--- src/rtl/rv32a_pkg.sv ---
// Shared definitions for the RV32A atomic sequencer.
// Holds the funct5 codes, the FSM state encoding and the legal-funct5 check.
package rv32a_pkg;

    localparam logic [4:0] AMO_ADD  = 5'h00;
    localparam logic [4:0] AMO_SWAP = 5'h01;
    localparam logic [4:0] LR       = 5'h02;
    localparam logic [4:0] SC       = 5'h03;
    localparam logic [4:0] AMO_XOR  = 5'h04;
    localparam logic [4:0] AMO_OR   = 5'h08;
    localparam logic [4:0] AMO_AND  = 5'h0C;
    localparam logic [4:0] AMO_MIN  = 5'h10;
    localparam logic [4:0] AMO_MAX  = 5'h14;
    localparam logic [4:0] AMO_MINU = 5'h18;
    localparam logic [4:0] AMO_MAXU = 5'h1C;

    typedef enum logic [2:0] {
        IDLE,
        READ,
        WAIT,
        WRITE,
        RESP
    } state_t;

    function automatic logic is_legal_f5(input logic [4:0] f);
        case (f)
            AMO_ADD, AMO_SWAP, LR, SC, AMO_XOR, AMO_OR, AMO_AND,
            AMO_MIN, AMO_MAX, AMO_MINU, AMO_MAXU: return 1'b1;
            default:                              return 1'b0;
        endcase
    endfunction

endpackage

--- src/rtl/rv32a_amo_calc.sv ---
// Combinational AMO new-value computation: (funct5, old word, rs2) -> word to store.
// MIN/MAX keep the old value when the operands compare equal.
module rv32a_amo_calc
    import rv32a_pkg::*;
(
    input  logic [4:0]  func5,
    input  logic [31:0] old,
    input  logic [31:0] rs2,
    output logic [31:0] result
);

    logic signed [31:0] old_s;
    logic signed [31:0] rs2_s;
    logic               lt_s;
    logic               gt_s;
    logic               lt_u;
    logic               gt_u;

    assign old_s = old;
    assign rs2_s = rs2;
    assign lt_s  = rs2_s < old_s;
    assign gt_s  = rs2_s > old_s;
    assign lt_u  = rs2 < old;
    assign gt_u  = rs2 > old;

    always_comb begin
        result = rs2;
        case (func5)
            AMO_SWAP: result = rs2;
            AMO_ADD:  result = old + rs2;
            AMO_XOR:  result = old ^ rs2;
            AMO_AND:  result = old & rs2;
            AMO_OR:   result = old | rs2;
            AMO_MIN:  result = lt_s ? rs2 : old;
            AMO_MAX:  result = gt_s ? rs2 : old;
            AMO_MINU: result = lt_u ? rs2 : old;
            AMO_MAXU: result = gt_u ? rs2 : old;
            default:  result = rs2;
        endcase
    end

endmodule

--- src/rtl/rv32a_amo_sequencer.sv ---
// Memory-side sequencer for RV32A LR.W / SC.W / AMO*.W with LR/SC reservation tracking.
// Optional macro RV32A_MISALIGN_TRAP_EN: misaligned addresses respond with an error instead of being forced to the word.
module rv32a_amo_sequencer
    import rv32a_pkg::*;
#(
    parameter int RAM_LAT = 1,
    parameter int AW      = 8
) (
    input  logic          iCLK,
    input  logic          iRST,
    input  logic          iREQ_VALID,
    output logic          oREQ_READY,
    input  logic [4:0]    iFUNC5,
    input  logic [31:0]   iADDR,
    input  logic [31:0]   iRS2_DATA,
    input  logic [4:0]    iRD,
    output logic          oRESP_VALID,
    input  logic          iRESP_READY,
    output logic [4:0]    oRESP_RD,
    output logic [31:0]   oRESP_DATA,
    output logic          oRESP_ERR,
    output logic          oRAM_CE,
    output logic          oRAM_RD,
    output logic          oRAM_WR,
    output logic [AW-1:0] oRAM_ADDR,
    input  logic [31:0]   iRAM_DATA,
    output logic [31:0]   oRAM_DATA
);

    localparam logic [1:0] LAST = 2'(RAM_LAT - 1);

    state_t        state;
    state_t        state_nxt;
    logic [1:0]    cnt;
    logic          resv_valid;
    logic [AW-1:0] resv_addr;

    logic [4:0]    func_q;
    logic [AW-1:0] addr_q;
    logic [31:0]   rs2_q;
    logic [4:0]    rd_q;
    logic [31:0]   old_q;
    logic [31:0]   resp_q;
    logic          err_q;

    logic          accept;
    logic          legal;
    logic          misalign;
    logic          sc_hit;
    logic          wait_done;
    logic [AW-1:0] word_in;
    logic [31:0]   amo_new;
    logic [31:0]   wdata;

`ifdef RV32A_MISALIGN_TRAP_EN
    logic unused_addr;
    assign misalign    = |iADDR[1:0];
    assign unused_addr = ^iADDR[31:AW+2];
`else
    logic unused_addr;
    assign misalign    = 1'b0;
    assign unused_addr = ^{iADDR[31:AW+2], iADDR[1:0]};
`endif

    assign word_in   = iADDR[AW+1:2];
    assign legal     = is_legal_f5(iFUNC5);
    assign accept    = iREQ_VALID && (state == IDLE);
    assign sc_hit    = resv_valid && (resv_addr == word_in);
    assign wait_done = (state == WAIT) && (cnt == LAST);

    rv32a_amo_calc u_calc (
        .func5  (func_q),
        .old    (old_q),
        .rs2    (rs2_q),
        .result (amo_new)
    );

    // SC stores rs2 untouched; every other write is an AMO result.
    assign wdata = (func_q == SC) ? rs2_q : amo_new;

    always_ff @(posedge iCLK) begin
        if (iRST) begin
            state      <= IDLE;
            cnt        <= 2'd0;
            resv_valid <= 1'b0;
        end else begin
            state <= state_nxt;
            cnt   <= ((state == WAIT) && (cnt != LAST)) ? cnt + 2'd1 : 2'd0;
            if (accept && legal && !misalign && (iFUNC5 == SC))
                resv_valid <= 1'b0;
            if (wait_done && (func_q == LR))
                resv_valid <= 1'b1;
            if ((state == WRITE) && (addr_q == resv_addr))
                resv_valid <= 1'b0;
        end
    end

    // Datapath registers carry no reset; every output they feed is gated by state.
    always_ff @(posedge iCLK) begin
        if (accept) begin
            func_q <= iFUNC5;
            addr_q <= word_in;
            rs2_q  <= iRS2_DATA;
            rd_q   <= iRD;
            err_q  <= !legal || misalign;
            resp_q <= (legal && !misalign && (iFUNC5 == SC) && !sc_hit) ? 32'd1 : 32'd0;
        end
        if (wait_done) begin
            old_q  <= iRAM_DATA;
            resp_q <= iRAM_DATA;
            if (func_q == LR)
                resv_addr <= addr_q;
        end
    end

    always_comb begin
        state_nxt   = state;
        oREQ_READY  = 1'b0;
        oRESP_VALID = 1'b0;
        oRESP_ERR   = 1'b0;
        oRESP_RD    = 5'd0;
        oRESP_DATA  = 32'd0;
        oRAM_CE     = 1'b0;
        oRAM_RD     = 1'b0;
        oRAM_WR     = 1'b0;
        oRAM_ADDR   = '0;
        oRAM_DATA   = 32'd0;
        case (state)
            IDLE: begin
                oREQ_READY = 1'b1;
                if (iREQ_VALID) begin
                    if (!legal || misalign)
                        state_nxt = RESP;
                    else if (iFUNC5 == SC)
                        state_nxt = sc_hit ? WRITE : RESP;
                    else
                        state_nxt = READ;
                end
            end
            READ: begin
                oRAM_CE   = 1'b1;
                oRAM_RD   = 1'b1;
                oRAM_ADDR = addr_q;
                state_nxt = WAIT;
            end
            WAIT: begin
                if (cnt == LAST)
                    state_nxt = (func_q == LR) ? RESP : WRITE;
            end
            WRITE: begin
                oRAM_CE   = 1'b1;
                oRAM_WR   = 1'b1;
                oRAM_ADDR = addr_q;
                oRAM_DATA = wdata;
                state_nxt = RESP;
            end
            RESP: begin
                oRESP_VALID = 1'b1;
                oRESP_ERR   = err_q;
                oRESP_RD    = rd_q;
                oRESP_DATA  = resp_q;
                if (iRESP_READY)
                    state_nxt = IDLE;
            end
            default: state_nxt = IDLE;
        endcase
    end

endmodule
--- config.mk ---
export PLATFORM = sky130hd
export DESIGN_NAME = rv32a_amo_sequencer
export DESIGN_NICKNAME = d
export VERILOG_FILES = /design/src/rtl/rv32a_pkg.sv /design/src/rtl/rv32a_amo_calc.sv /design/src/rtl/rv32a_amo_sequencer.sv
export SDC_FILE = /design/constraint.sdc
export NUM_CORES = 1
export LEC_CHECK = 0
export ABC_AREA = 1
export CAP_MARGIN = 25
export CORE_MARGIN = 2
export CORE_UTILIZATION = 60
export CTS_CLUSTER_DIAMETER = 150
export DETAILED_ROUTE_END_ITERATION = 8
export DONT_BUFFER_PORTS = 1
export GPL_TIMING_DRIVEN = 0
export MAX_ROUTING_LAYER = met4
export PLACE_DENSITY = 0.73
export REMOVE_ABC_BUFFERS = 1
export SLEW_MARGIN = 20
export SYNTH_ARGS = -nofsm -noshare
export SYNTH_HDL_FRONTEND = slang
export SYNTH_SLANG_ARGS = --single-unit
--- constraint.sdc ---
create_clock -name iCLK -period 6.4 [get_ports iCLK]
set_clock_uncertainty 0.15 [all_clocks]
set_input_delay 0.96 -clock iCLK [delete_from_list [all_inputs] [get_ports iCLK]]
set_output_delay 0.96 -clock iCLK [all_outputs]
set_load 0.05 [all_outputs]
==> results of run 1 <==
[logic make-up (layout without fill, tap and decap cells)]
group / after synthesis / after routing / share of synthesized area [%]
simple gates: 705 / 705 / 27.5
flops: 129 / 129 / 34.9
xor+xnor: 8 / 8 / 0.641
buf+inv: 314 / 310 / 11.0
compound gates: 281 / 281 / 14.7
fa+ha+maj: 98 / 98 / 11.3
[cell usage after synthesis (all sizes together) (4+ instances only)]
| library cell | number | area (um^2) |
|---|---|---|
| nand3 | 129 | 656 |
| ha | 97 | 1210 |
| clkbuf | 33 | 126 |
| dfxtp | 6 | 120 |
| nor3 | 18 | 100 |
| o211ai | 12 | 90.1 |
| o21a | 4 | 30.0 |
| o2111ai | 4 | 35.0 |
| xnor2 | 4 | 35.0 |
| nor4 | 5 | 31.3 |
| xor2 | 4 | 35.0 |
| a21oi | 109 | 557 |
| nor2 | 248 | 933 |
| edfxtp | 123 | 3690 |
| o22ai | 9 | 56.3 |
| nand4 | 25 | 156 |
| nand2 | 262 | 1010 |
| buf | 18 | 86.3 |
| a211oi | 8 | 60.1 |
| o21ai | 105 | 526 |
| or2 | 13 | 81.3 |
| a221oi | 16 | 140 |
| inv | 261 | 980 |
[registers in the layout (all words and copies together) (netlist names)]
register and flops:
old_q 32, state 3, resp_q 32, rd_q 5, func_q 5, addr_q 8, cnt 2, err_q 1
rs2_q 32, resv_valid 1, resv_addr 8
[report_power, final]
part	internal, W	leakage, nW	total [W]	switching [W]
Combinational	0.000212	3.98	0.000787	0.000575
Sequential	0.00101	1.22	0.00107	0.0000550
Clock	0.000517	0.280	0.000944	0.000427
[worst max-delay path: cells and delay by family (launching register included)]
kind,cells,cell delay [ns]
and+or+nand+nor,8,2.22
AOI/OAI and AO/OA,2,1.21
DFF,1,0.46
buffers and inverters,2,0.38
adders and majority gates,1,0.38
[what timing repair did]
action | 4_1_cts | 5_1_grt
endpoints found under the setup margin | 9 | 9
gates resized for setup | 1 | 9
gates cloned | 0 | 0
hold buffers | 0 | 0
buffers inserted | 0 | 0
[worst min-delay path by stage]
stage                         to  slack [ns]  cells past startpoint
after global routing      cnt[0]        0.30                      1
after floorplan           cnt[0]        0.25                      1
final                     cnt[0]        0.27                      1
after CTS                 cnt[0]        0.28                      1
after global placement    cnt[0]        0.25                      1
after detailed placement  cnt[0]        0.27                      1
[cell type report]
class | count | area (um^2) | share of cell area [%]
Sequential cell | 129 | 3810 | 32.1
Multi-Input combinational cell | 1092 | 6010 | 50.5
Inverter | 263 | 987 | 8.30
Clock inverter | 14 | 114 | 0.958
Tap cell | 229 | 287 | 2.41
Timing Repair Buffer | 15 | 243 | 2.04
Clock buffer | 18 | 439 | 3.69
[routing by layer]
layer	up-vias	share of wire [%]	track usage, %
met1	4956	41	46.6
met4	0	3.7	14.6
met5	-	0	-
met2	541	47	59.1
li1	5039	-	-
met3	109	8.5	6.73
[stage by stage]
stage	setup WS (ns)	total power, W	hold slack, ns
6_report	0.188	0.00280	0.273
5_1_grt	0.00465	0.00291	0.297
4_1_cts	0.170	0.00278	0.281
3_5_place_dp	0.429	0.00184	0.272
3_3_place_gp	-3.44	0.00180	0.255
2_1_floorplan	0.721	0.00161	0.248
==> impl_metrics.py, run 1 <==
metrics = {
    "status": {
        "status": "complete, no violations",
    },
    "hold_path": {
        "hold_class": "reg -> reg",
        "min_from": "cnt[0]",
    },
    "power": {
        "p_leak_nw": 5.48,
        "p_per_area_nw_per_um2": 235,
        "vdd_drop_max_uv": 198,
    },
    "critical_path": {
        "crit_type": "reg -> out",
        "r2r-start": "state[0]",
        "critPathSlowestCell": "a21oi_1",
        "reg2reg_depth": 6,
        "endpoint_kind": "primary output",
        "critical_path.cell_chain": "inv_1 > ha_1 > nor2_1 > nand2_1 > nor3_1 > nand4_1 > nor2_1 > inv_1 > nand2_1 > nand2_1 > o221ai_1 > nor2_1 > a21oi_1",
        "cp_max_fo": 13,
        "slowest_delay_ns": 0.86,
        "cp.required_ns": 5.29,
        "arrival_ns": 5.10,
        "endpoint": "oRAM_DATA[16]",
        "rrSetupSlack_ns": 3.22,
        "cp-startpoint": "rs2_q[14]",
        "start_kind": "flip-flop",
        "r2r-end": "state[1]",
    },
    "clock_tree": {
        "clock_latency_ns": 0.44,
        "clk_pin_slew_ns": 0.07,
        "cts_buffer_depth": 2,
        "clock-root-buffer": "clkbuf_16",
        "cts_buffers": 17,
        "cts.sinks": 129,
        "tritoncts": "built",
        "cts_max_level": 4,
    },
    "synth": {
        "synth_area_um2": 10900,
        "yosys_warnings": 0,
        "synthCells": 1535,
        "ys_ff_latch": 129,
        "seq_area_frac_synth_pct": 34.9,
        "synth_edf_count": 123,
        "synth.avg_cell_area_um2": 7.12,
        "async_flop_share_pct": 0,
        "synth_cell_types": 46,
        "synthFlopType": "edfxtp_1",
    },
    "route": {
        "drt-initial-drc-count": 1111,
        "ant_nets": 0,
        "drt_wl_total_mm": 34.5,
        "vias_per_cell": 6.05,
        "drc": 0,
        "wl_per_cell_um": 19.6,
        "vias": 10645,
        "dr.pass1.iters": 8,
    },
    "floorplanning": {
        "die_w_um": 139,
        "row_count": 49,
        "pin_count": 193,
        "core_area_um2": 17900,
        "die_h_um": 139,
        "die_area_um2": 19300,
        "start_util_pct": 61.0,
    },
    "sta": {
        "worstMarginPinSlew_ns": 1.12,
        "report.final.setup_viol": 0,
        "fin_crit_sh_pct": 97.1,
        "tns_ns": 0,
        "relSlewSlack_pct": 25.7,
        "final.min_clock_period_ns": 6.21,
        "max_freq_ghz": 0.161,
        "maxSlewViolCount": 0,
        "hold_viol": 0,
        "grt_setup_unrepaired": "false",
    },
    "place": {
        "gp_congestion": 0.979,
        "port_buffers": 0,
        "hpwlAfterDp_mm": 24.9,
        "dp_cells": 1726,
        "placed_area_um2": 11300,
    },
    "global_routing": {
        "grt_pass1_vias": 10253,
        "grt_usage_pct": 36.9,
        "grt_pass1_wl_mm": 54.2,
        "grt_max_degree": 43,
        "overflow": 0,
        "antenna_found_initial": 0,
    },
    "final_layout": {
        "drive_gt1_share_pct": 6.40,
        "final_common_cell": "nand2_1",
        "areaGrowthSynthToFinish_pct": 8.83,
        "final_util_pct": 66.4,
        "antenna_cells": 0,
        "instances_no_fill": 1760,
        "nets": 1726,
        "fillers": 1546,
        "layout_common_cells": "255 x nand2_1, 254 x inv_1, 232 x nor2_1",
        "stdcell_area_um2": 11900,
    },
    "flow_run": {
        "max_cap_viol_count": 0,
    },
}
Note: power is estimated with default switching activity, not from simulation.
==> inputs of run 2 (changes only) <==
Settings changed: SLEW_MARGIN 20 to 30.
==> run 2 against run 1 <==
Clock power grew 3.6%; sequential share of layout area fell by 0.12 points; wire length grew 0.14%; register-to-register slack better by 0.02 ns; setup slack improved by 0.051 ns; largest cell class unchanged; combinational power about the same; global-route usage shrank 0.11 points; die area stayed put; sequential cell count is the same.
==> impl_metrics.py, run 2 (synthesized netlist as in run 1, its figures left out) <==
metrics = {
    "sta": {
        "relSlewSlack_pct": 33.1,
        "maxSlewViolCount": 0,
        "grt_setup_unrepaired": "false",
        "report.final.setup_viol": 0,
        "final.min_clock_period_ns": 6.16,
        "max_freq_ghz": 0.162,
        "hold_viol": 0,
        "fin_ws_ns": 0.239,
        "fin_crit_sh_pct": 96.3,
        "worstMarginPinSlew_ns": 1.00,
    },
    "clock_tree": {
        "clock_latency_ns": 0.44,
        "holdBufCountCts": 0,
        "clk_pin_slew_ns": 0.07,
        "cts_max_level": 4,
        "cts_buffers": 17,
        "post_cts_buffers": 0,
        "cts.sinks": 129,
        "clock-root-buffer": "clkbuf_16",
        "cts_buffer_depth": 2,
        "tritoncts": "built",
    },
    "critical_path": {
        "endpoint_kind": "primary output",
        "cp.required_ns": 5.29,
        "crit_type": "reg -> out",
        "critical_path.cell_chain": "inv_1 > ha_1 > nor2_1 > nand2_1 > nor3_1 > nand4_1 > nor2_1 > inv_1 > nand2_1 > nand2_1 > nand3_2 > nand2_1 > nand4_1 > nor2_1 > nor2_2",
        "cp_max_fo": 13,
        "crit_family": "simple AND/OR/NAND/NOR gates",
        "r2r-start": "state[0]",
        "cp-startpoint": "rs2_q[15]",
        "arrival_ns": 5.05,
        "start_kind": "flip-flop",
        "slowest_delay_ns": 0.52,
        "worst-path-buf-inv": 2,
        "critPathSlowestCell": "nand3_2",
        "cpMostUsedCell": "nand2_1",
    },
    "place": {
        "hpwlAfterDp_mm": 25.0,
        "gp_congestion": 0.979,
        "dp_slack_ns": 0.435,
        "port_buffers": 0,
        "dp_cells": 1725,
    },
    "global_routing": {
        "grt_usage_pct": 36.8,
        "grt_pass1_wl_mm": 53.8,
        "antenna_found_initial": 0,
        "grt_max_degree": 43,
        "overflow": 0,
        "grt_pass1_vias": 10417,
    },
    "floorplanning": {
        "start_util_pct": 61.0,
        "core_area_um2": 17900,
        "die_h_um": 139,
        "pin_count": 193,
        "row_count": 49,
        "die_w_um": 139,
        "die_area_um2": 19300,
    },
    "final_layout": {
        "antenna_cells": 0,
        "final_common_cell": "nand2_1",
        "drive_gt1_share_pct": 6.48,
        "areaGrowthSynthToFinish_pct": 9.25,
        "layout_common_cells": "255 x nand2_1, 253 x inv_1, 231 x nor2_1",
        "instances_no_fill": 1757,
        "nets": 1723,
        "top_regs": "old_q x32, resp_q x32, rs2_q x32",
    },
    "route": {
        "vias": 10642,
        "ant_nets": 0,
        "maxUsedRoutingLayer": "met4",
        "wl_met2_mm": 16.3,
        "vias_per_cell": 6.06,
        "met1Wirelength_mm": 13.8,
        "wl_per_cell_um": 19.7,
        "dr.pass1.iters": 7,
        "drt-initial-drc-count": 991,
        "dr_wl_met3_mm": 3.19,
        "drt_wl_total_mm": 34.6,
        "drc": 0,
    },
    "power": {
        "vdd_drop_max_uv": 197,
        "p_total_w": 0.00283,
        "p_leak_nw": 5.48,
        "p_per_area_nw_per_um2": 237,
    },
    "hold_path": {
        "hold_class": "reg -> reg",
        "min_from": "cnt[0]",
    },
    "status": {
        "status": "complete, no violations",
    },
    "flow_run": {
        "max_cap_viol_count": 0,
    },
}
[run 2: cell types whose count changed in the layout (fill, tap and decap cells not counted), sizes merged]
cell      delta
buf          -3
inv          -2
clkbuf       +1
clkinvlp     +1
[run 2: layer usage]
metal  track usage, %  up-vias
li1                 -     5035
met1             44.7     4933
met2             59.5      562
met3             7.84      112
met4             15.7        0
met5                -        -
[run 2: layout make-up]
cell class | count | area (um^2)
clock buffers | 19 | 475
multi-input cells | 1092 | 6020
repair buffers | 12 | 241
flip-flops and latches | 129 | 3810
well taps | 229 | 287
clock inverters | 13 | 108
fillers | 1540 | 5970
inverters | 263 | 987
[run 2: where the power goes]
part	total, W	leakage (nW)	switching (W)	internal (W)
Clock	0.000978	0.288	0.000425	0.000553
Sequential	0.00107	1.22	0.0000560	0.00101
Combinational	0.000784	3.97	0.000574	0.000210
[run 2: stage by stage]
step	utilization [%]	cell area (um^2)	hold WS (ns)	TNS, ns
6_report	66.7	11900	0.266	0
4_1_cts	66.5	11900	0.269	0
3_3_place_gp	61.4	11000	0.255	-125.92
3_5_place_dp	63.2	11300	0.260	0
5_1_grt	66.7	11900	0.301	0
2_1_floorplan	-	10700	0.248	0
[run 2: final timing paths]
kind / to / depth (start not counted) / slack, ns
worst min register to register: cnt[0] / 1 / 0.27
worst max register to register: state[1] / 6 / 3.24
worst max-delay path: oRAM_DATA[14] / 15 / 0.24
worst min-delay path: cnt[0] / 1 / 0.27
[run 2: what timing repair did]
action,CTS,global route
cloned,0,0
gates resized for setup,1,9
setup endpoints to repair,7,9
